==> src/rtl/fetch_sequencer_pkg.sv <==
// Shared definitions for the fetch sequencer: halt opcode, program entry points,
// FSM state encoding and the program-select decode.
package fetch_sequencer_pkg;

  localparam logic [3:0]  kHALT     = 4'hF;
  localparam logic [15:0] kP1_START = 16'h0000;
  localparam logic [15:0] kP2_START = 16'h0080;
  localparam logic [15:0] kP3_START = 16'h0100;

  typedef enum logic [1:0] {
    IDLE = 2'd0,
    RUN  = 2'd1,
    DONE = 2'd2
  } state_t;

  // ProgSel 3 is rejected before this is called; it maps to P1 only to stay total.
  function automatic logic [15:0] start_addr(input logic [1:0] sel);
    case (sel)
      2'd1:    start_addr = kP2_START;
      2'd2:    start_addr = kP3_START;
      default: start_addr = kP1_START;
    endcase
  endfunction

endpackage

==> src/rtl/sat_counter.sv <==
// Next-value logic of a saturating up-counter with clear and enable; the count
// register itself lives in the owning module's clocked process.
module sat_counter #(
  parameter int W = 8
) (
  input  logic [W-1:0] count,
  input  logic         clr,
  input  logic         en,
  output logic [W-1:0] next
);

  always_comb begin
    next = count;
    if (clr)
      next = '0;
    else if (en && (count != '1))
      next = count + W'(1);
  end

endmodule

==> src/rtl/fetch_sequencer.sv <==
// Program fetch sequencer: IDLE -> RUN -> DONE, driving the instruction ROM address
// with stall, branch, halt and cycle-limit handling.
//
// state | meaning
// IDLE  | after reset, PC held, waiting for Start
// RUN   | fetching; PC advances, stalls or branches each cycle
// DONE  | program ended by halt or cycle limit; results held until Start
module fetch_sequencer
  import fetch_sequencer_pkg::*;
#(
  parameter int          PC_W    = 16,
  parameter logic [15:0] MAX_CYC = 16'hFFFF
) (
  input  logic            Clk,
  input  logic            Reset,
  input  logic            Start,
  input  logic [1:0]      ProgSel,
  input  logic [8:0]      Instruction,
  input  logic            jump_en,
  input  logic [PC_W-1:0] Target,
  input  logic            MemWait,
  output logic [PC_W-1:0] PC,
  output logic            Busy,
  output logic            Done,
  output logic            Timeout,
  output logic [15:0]     CycleCount,
  output logic [7:0]      JumpCount
);

  state_t          state, state_n;
  logic [PC_W-1:0] pc, pc_n;
  logic [15:0]     cyc, cyc_n;
  logic [7:0]      jmp, jmp_n;
  logic            tmo, tmo_n;
  logic            jmp_clr, jmp_inc;
  logic            unused_instr;

  assign unused_instr = ^Instruction[4:0];

  sat_counter #(.W(8)) u_jump_cnt (
    .count (jmp),
    .clr   (jmp_clr),
    .en    (jmp_inc),
    .next  (jmp_n)
  );

  // The cycle-limit exit executes no instruction, so it leaves CycleCount at MAX_CYC.
  always_comb begin
    state_n = state;
    pc_n    = pc;
    cyc_n   = cyc;
    tmo_n   = tmo;
    jmp_clr = 1'b0;
    jmp_inc = 1'b0;
    case (state)
      IDLE, DONE: begin
        if (Start && (ProgSel != 2'd3)) begin
          state_n = RUN;
          pc_n    = PC_W'(start_addr(ProgSel));
          cyc_n   = '0;
          tmo_n   = 1'b0;
          jmp_clr = 1'b1;
        end
      end
      RUN: begin
        if (Instruction[8:5] == kHALT) begin
          state_n = DONE;
          cyc_n   = cyc + 16'd1;
        end else if (cyc == MAX_CYC) begin
          state_n = DONE;
          tmo_n   = 1'b1;
        end else begin
          cyc_n = cyc + 16'd1;
          if (!MemWait) begin
            if (jump_en) begin
              pc_n    = Target;
              jmp_inc = 1'b1;
            end else begin
              pc_n = pc + PC_W'(1);
            end
          end
        end
      end
      default: state_n = IDLE;
    endcase
  end

  always_ff @(posedge Clk or posedge Reset) begin
    if (Reset) begin
      state <= IDLE;
      pc    <= '0;
      cyc   <= '0;
      jmp   <= '0;
      tmo   <= 1'b0;
    end else begin
      state <= state_n;
      pc    <= pc_n;
      cyc   <= cyc_n;
      jmp   <= jmp_n;
      tmo   <= tmo_n;
    end
  end

  assign PC         = pc;
  assign Busy       = (state == RUN);
  assign Done       = (state == DONE);
  assign Timeout    = tmo;
  assign CycleCount = cyc;
  assign JumpCount  = jmp;

endmodule

==> config.mk <==
export PLATFORM = sky130hd
export DESIGN_NAME = fetch_sequencer
export DESIGN_NICKNAME = d
export VERILOG_FILES = /design/src/rtl/fetch_sequencer_pkg.sv /design/src/rtl/sat_counter.sv /design/src/rtl/fetch_sequencer.sv
export SDC_FILE = /design/constraint.sdc
export NUM_CORES = 1
export LEC_CHECK = 0
export CAP_MARGIN = 20
export CORE_MARGIN = 1
export CORE_UTILIZATION = 40
export CTS_BUF_LIST = sky130_fd_sc_hd__clkbuf_4 sky130_fd_sc_hd__clkbuf_8
export CTS_CLUSTER_SIZE = 25
export DETAILED_ROUTE_END_ITERATION = 6
export PLACE_DENSITY = 0.77
export SLEW_MARGIN = 20
export SYNTH_ARGS = -nofsm -noshare
export SYNTH_HDL_FRONTEND = slang
export SYNTH_HIERARCHICAL = 1
export SYNTH_SLANG_ARGS = --single-unit
==> constraint.sdc <==
create_clock -name Clk -period 3.3 [get_ports Clk]
set_input_delay 0.495 -clock Clk [delete_from_list [all_inputs] [get_ports Clk]]
set_output_delay 0.495 -clock Clk [all_outputs]
set_load 0.01 [all_outputs]
==> impl.org <==
** Run status
- The run finished with clean final reports.

** Worst setup path
- Maximum fanout along the worst path :: 28
- R2R setup slack :: 0.59 ns
- Cell with the largest stage delay on the worst path :: sky130_fd_sc_hd__o32ai_4
- Critical path origin :: CycleCount[0]$_DFFE_PP0P_
- The worst register-to-register path begins at CycleCount[0]$_DFFE_PP0P_.
- Data arrives at the worst endpoint at 2.90 ns.
- Data on the critical path is required at its endpoint by 3.49 ns.
- The setup path with the least slack is of type reg -> reg.
- Endpoint type of the worst setup path :: flip-flop
- Measured in cells, the most critical reg-to-reg path has a length of 6.
- The worst register-to-register path ends at CycleCount[11]$_DFFE_PP0P_.
- Critical path's largest stage delay :: 0.76 ns
- The worst setup path is launched from a flip-flop.
- Critical-path cell list :: ha_1, nand3_1, or4_4, o32ai_4, or4_2, a21oi_1

** Logic synthesis
- Largest area contributor in the synthesized netlist :: sky130_fd_sc_hd__dfrtp_1
- Gate count of the mapped netlist :: 304
- Most frequently used flop master after synthesis :: sky130_fd_sc_hd__dfrtp_1
- Post-synthesis cell area :: 2659 um2
- Of all flip-flops after synthesis, the portion carrying an async set or reset was 100.0%.
- Seq/Total Area, Yosys :: 40.47%
- Number of synthesized register bits :: 43
- Net Count, Synth :: 339
- Of the post-synthesis cell area, the dominant cell type holds 40.47%.
- EDFF count, synth :: 0
- The number of different library cells used by synthesis comes to 51.
- Top cells by area, synth :: sky130_fd_sc_hd__dfrtp_1 40%, sky130_fd_sc_hd__o21ai_0 5.8%, sky130_fd_sc_hd__a21oi_1 5.6%, sky130_fd_sc_hd__nand2_1 3.8%, sky130_fd_sc_hd__nand3_1 2.8%
- A synthesized cell averages 8.746 um2.
- The Yosys step of the flow raised 6 warnings.

** Timing
- In this run the tightest slew margin relative to its limit is 43.95%.
- Final worst path period need :: 2.709 ns
- Summed over all failing endpoints, the final setup total negative slack is 0 ns.
- Worst-margin pin slew :: 0.8408 ns
- Achievable Freq :: 0.3692 GHz
- Setup-violating endpoint count in the final report :: 0
- On the final layout, the worst clock skew is 0.01221 ns.
- Unrepaired setup endpoints after global routing :: no
- Final Hold Viols :: 0
- Of the available clock period, the critical path in the final layout requires 82.08%.
- Max-slew violation count :: 0

** Global route
- Global route total overflow :: 0
- Global Route met3 Usage :: 3.858%
- Via count of the first global-routing pass :: 2569
- Entering global routing, the biggest net connects 44 pins.
- Met2 Resource Use GR :: 35.47%
- Global-route wire length before repair :: 12060 um
- GR Util All Layers :: 21.25%
- Global routing used 27.42% of the available met1 tracks.
- The layer flagged by global routing as most heavily used is met2.
- The initial antenna violation count came to 0.

** Die
- The floorplan step defined a die boundary enclosing 6977 um2.
- In this run the count of I/O pins placed on the die edge is 75.
- The die is 83.53 um wide.
- Die Y :: 83.53 um
- Initial standard-cell utilization of the core :: 41.63%
- Core Rows :: 29
- Area inside the core boundary :: 6386 um2

** Final layout
- The filler cells instantiated in the layout total 593.
- The post-route netlist has 8.556% of its cells at a drive strength greater than 1.
- Area Overhead vs Synth :: 33.55%
- Most frequent cells in the layout :: 69 x sky130_fd_sc_hd__clkdlybuf4s50_1, 43 x sky130_fd_sc_hd__dfrtp_1, 31 x sky130_fd_sc_hd__o21ai_0
- Leading cell type in the layout, fill and taps excluded :: sky130_fd_sc_hd__clkdlybuf4s50_1
- The repair_antennas step left the layout with diodes totalling 0.
- Post-layout nets :: 408

** Clock tree
- Clock-pin slew on the worst setup and hold paths :: 0.09 ns
- TritonCTS built the clock tree.
- Number of buffers added by the clock tree synthesis step :: 5
- The H-tree was split into 2 levels.
- Hold-fix buffers at CTS :: 0
- The cell sitting at the root of the clock tree is a sky130_fd_sc_hd__clkbuf_8.
- Post-CTS timing repair inserted 0 buffers for setup.
- CTS sink cnt :: 43
- Clock latency at the later pin of the worst-skew pair :: 0.31 ns
- Cts repair resizes :: 0
- Clock Tree Buf Depth :: 2

** Min path
- The min-delay analysis places its worst path in the category reg -> reg.
- Hold-critical path endpoint :: Timeout$_DFFE_PP0P_
- Counting instances, the worst hold path has a depth of 2.
- Startpoint of the worst hold path :: Timeout$_DFFE_PP0P_

** Power and ir drop
- Summing internal, switching and leakage power gives 2262 uW.
- Peak supply drop :: 0.0003512 V
- The analysis attributes to cell leakage a power of 0.001389 uW.
- Power density of the placed cells :: 637.1 nW/um2

** Detailed routing
- Remaining DRCs :: 0
- Detailed-routing iteration count for the pre-antenna-repair pass :: 4
- Vias per cell :: 5.827
- The first routing iteration left 179 violations.
- WL final :: 7168 um
- Summing over every cut layer, the via total after detailed routing is 2628.
- WL per Instance :: 15.89 um
- Post-DRT Antenna Nets :: 0

** Placement
- The congestion estimate from routability-driven global placement came to 0.8389.
- The count of buffers added on input and output ports is 69.
- Total half-perimeter wirelength after legalization and detailed placement :: 5010 um

** Flow run
- Max-cap violations in this run came to 0.
area by class of cell:
| cell class | count | area (um2) | share of cell area [%] |
|---|---|---|---|
| clock buffer | 5 | 68.82 | 1.938 |
| multi-input combinational | 240 | 1476 | 41.58 |
| clock inverter | 3 | 67.56 | 1.903 |
| timing repair buffer | 75 | 735.7 | 20.72 |
| sequential | 43 | 1076 | 30.30 |
| tap | 77 | 96.34 | 2.713 |
| inverter | 8 | 30.03 | 0.8457 |
sequential cells by signal (all words and copies together) (netlist names):
signal      count
JumpCount       8
state           2
CycleCount     16
Timeout         1
PC             16
per-stage QoR:
stage | setup WS [ns] | instances | utilization [%] | hold WS [ns] | area, um2
3_5_place_dp | 0.6033 | 443 | 53.47 | 0.5361 | 3415
4_1_cts | 0.5776 | 451 | 55.60 | 0.5605 | 3551
5_1_grt | 0.3122 | 451 | 55.60 | 0.5696 | 3551
2_1_floorplan | 0.6675 | 304 | - | 0.5422 | 2659
3_3_place_gp | 0.6488 | 443 | 53.47 | 0.5239 | 3415
6_report | 0.5914 | 451 | 55.60 | 0.5518 | 3551
cell usage after synthesis, types with 2 or more instances:
cell type / number
sky130_fd_sc_hd__nor2_1: 20
sky130_fd_sc_hd__o221ai_1: 3
sky130_fd_sc_hd__a22oi_1: 3
sky130_fd_sc_hd__a21oi_1: 30
sky130_fd_sc_hd__dfrtp_1: 43
sky130_fd_sc_hd__and3_2: 2
sky130_fd_sc_hd__nand2_1: 27
sky130_fd_sc_hd__inv_1: 8
sky130_fd_sc_hd__a311oi_1: 2
sky130_fd_sc_hd__o2bb2ai_1: 6
sky130_fd_sc_hd__nand2b_1: 7
sky130_fd_sc_hd__and4_1: 3
sky130_fd_sc_hd__o21ai_0: 31
sky130_fd_sc_hd__a31oi_1: 4
sky130_fd_sc_hd__or4_2: 3
sky130_fd_sc_hd__and3_1: 9
sky130_fd_sc_hd__clkbuf_1: 5
sky130_fd_sc_hd__nor2b_1: 7
sky130_fd_sc_hd__mux2i_1: 3
sky130_fd_sc_hd__or3_1: 9
sky130_fd_sc_hd__o31ai_1: 6
sky130_fd_sc_hd__nand3_1: 15
sky130_fd_sc_hd__nand4_1: 9
sky130_fd_sc_hd__buf_2: 4
sky130_fd_sc_hd__mux2_4: 3
sky130_fd_sc_hd__ha_1: 3
sky130_fd_sc_hd__nor3_1: 5
sky130_fd_sc_hd__or4_4: 2
sky130_fd_sc_hd__nor4_1: 6
sky130_fd_sc_hd__or4_1: 2
sky130_fd_sc_hd__buf_6: 3
sky130_fd_sc_hd__xor2_1: 2
cells by family (layout without fill, tap and decap cells):
kind of cell	Yosys count	count (layout)	share of synthesized area [%]
AOI/OAI and AO/OA	97	97	23.34
xor gates and xnor gates	2	2	0.6589
adders and majority gates	3	3	1.412
buffers and inverters	21	91	4.000
DFF	43	43	40.47
muxes	6	6	2.823
and+or+nand+nor	132	132	27.29
worst max-delay path: cells and delay by family (launching register included):
kind | cells | cell delay, ns
and+or+nand+nor | 3 | 1.03
AOI/OAI and AO/OA | 2 | 0.82
adders and majority gates | 1 | 0.27
DFF | 1 | 0.47
how the worst max path moves through the flow:
| stage | endpoint | slack [ns] | depth (start not counted) |
|---|---|---|---|
| after floorplan | JumpCount[5]$_DFF_PP0_ | 0.67 | 10 |
| after global placement | JumpCount[5]$_DFF_PP0_ | 0.65 | 8 |
| after detailed placement | CycleCount[11]$_DFFE_PP0P_ | 0.60 | 6 |
| after CTS | CycleCount[4]$_DFFE_PP0P_ | 0.58 | 6 |
| after global routing | JumpCount[5]$_DFF_PP0_ | 0.31 | 10 |
| final | CycleCount[11]$_DFFE_PP0P_ | 0.59 | 6 |
power breakdown:
part	leakage (uW)	total, uW	internal, uW	switching, uW
Combinational	0.000749	907	443	464
Clock	0.0000644	500	302	198
Sequential	0.000576	855	656	199
per-layer routing:
layer	vias to the layer above	part of all wire [%]
li1	1282	-
met1	1253	44
met2	85	49
met3	8	5.3
met4	0	1.4
met5	-	0
(Power assumes the default switching activity.)
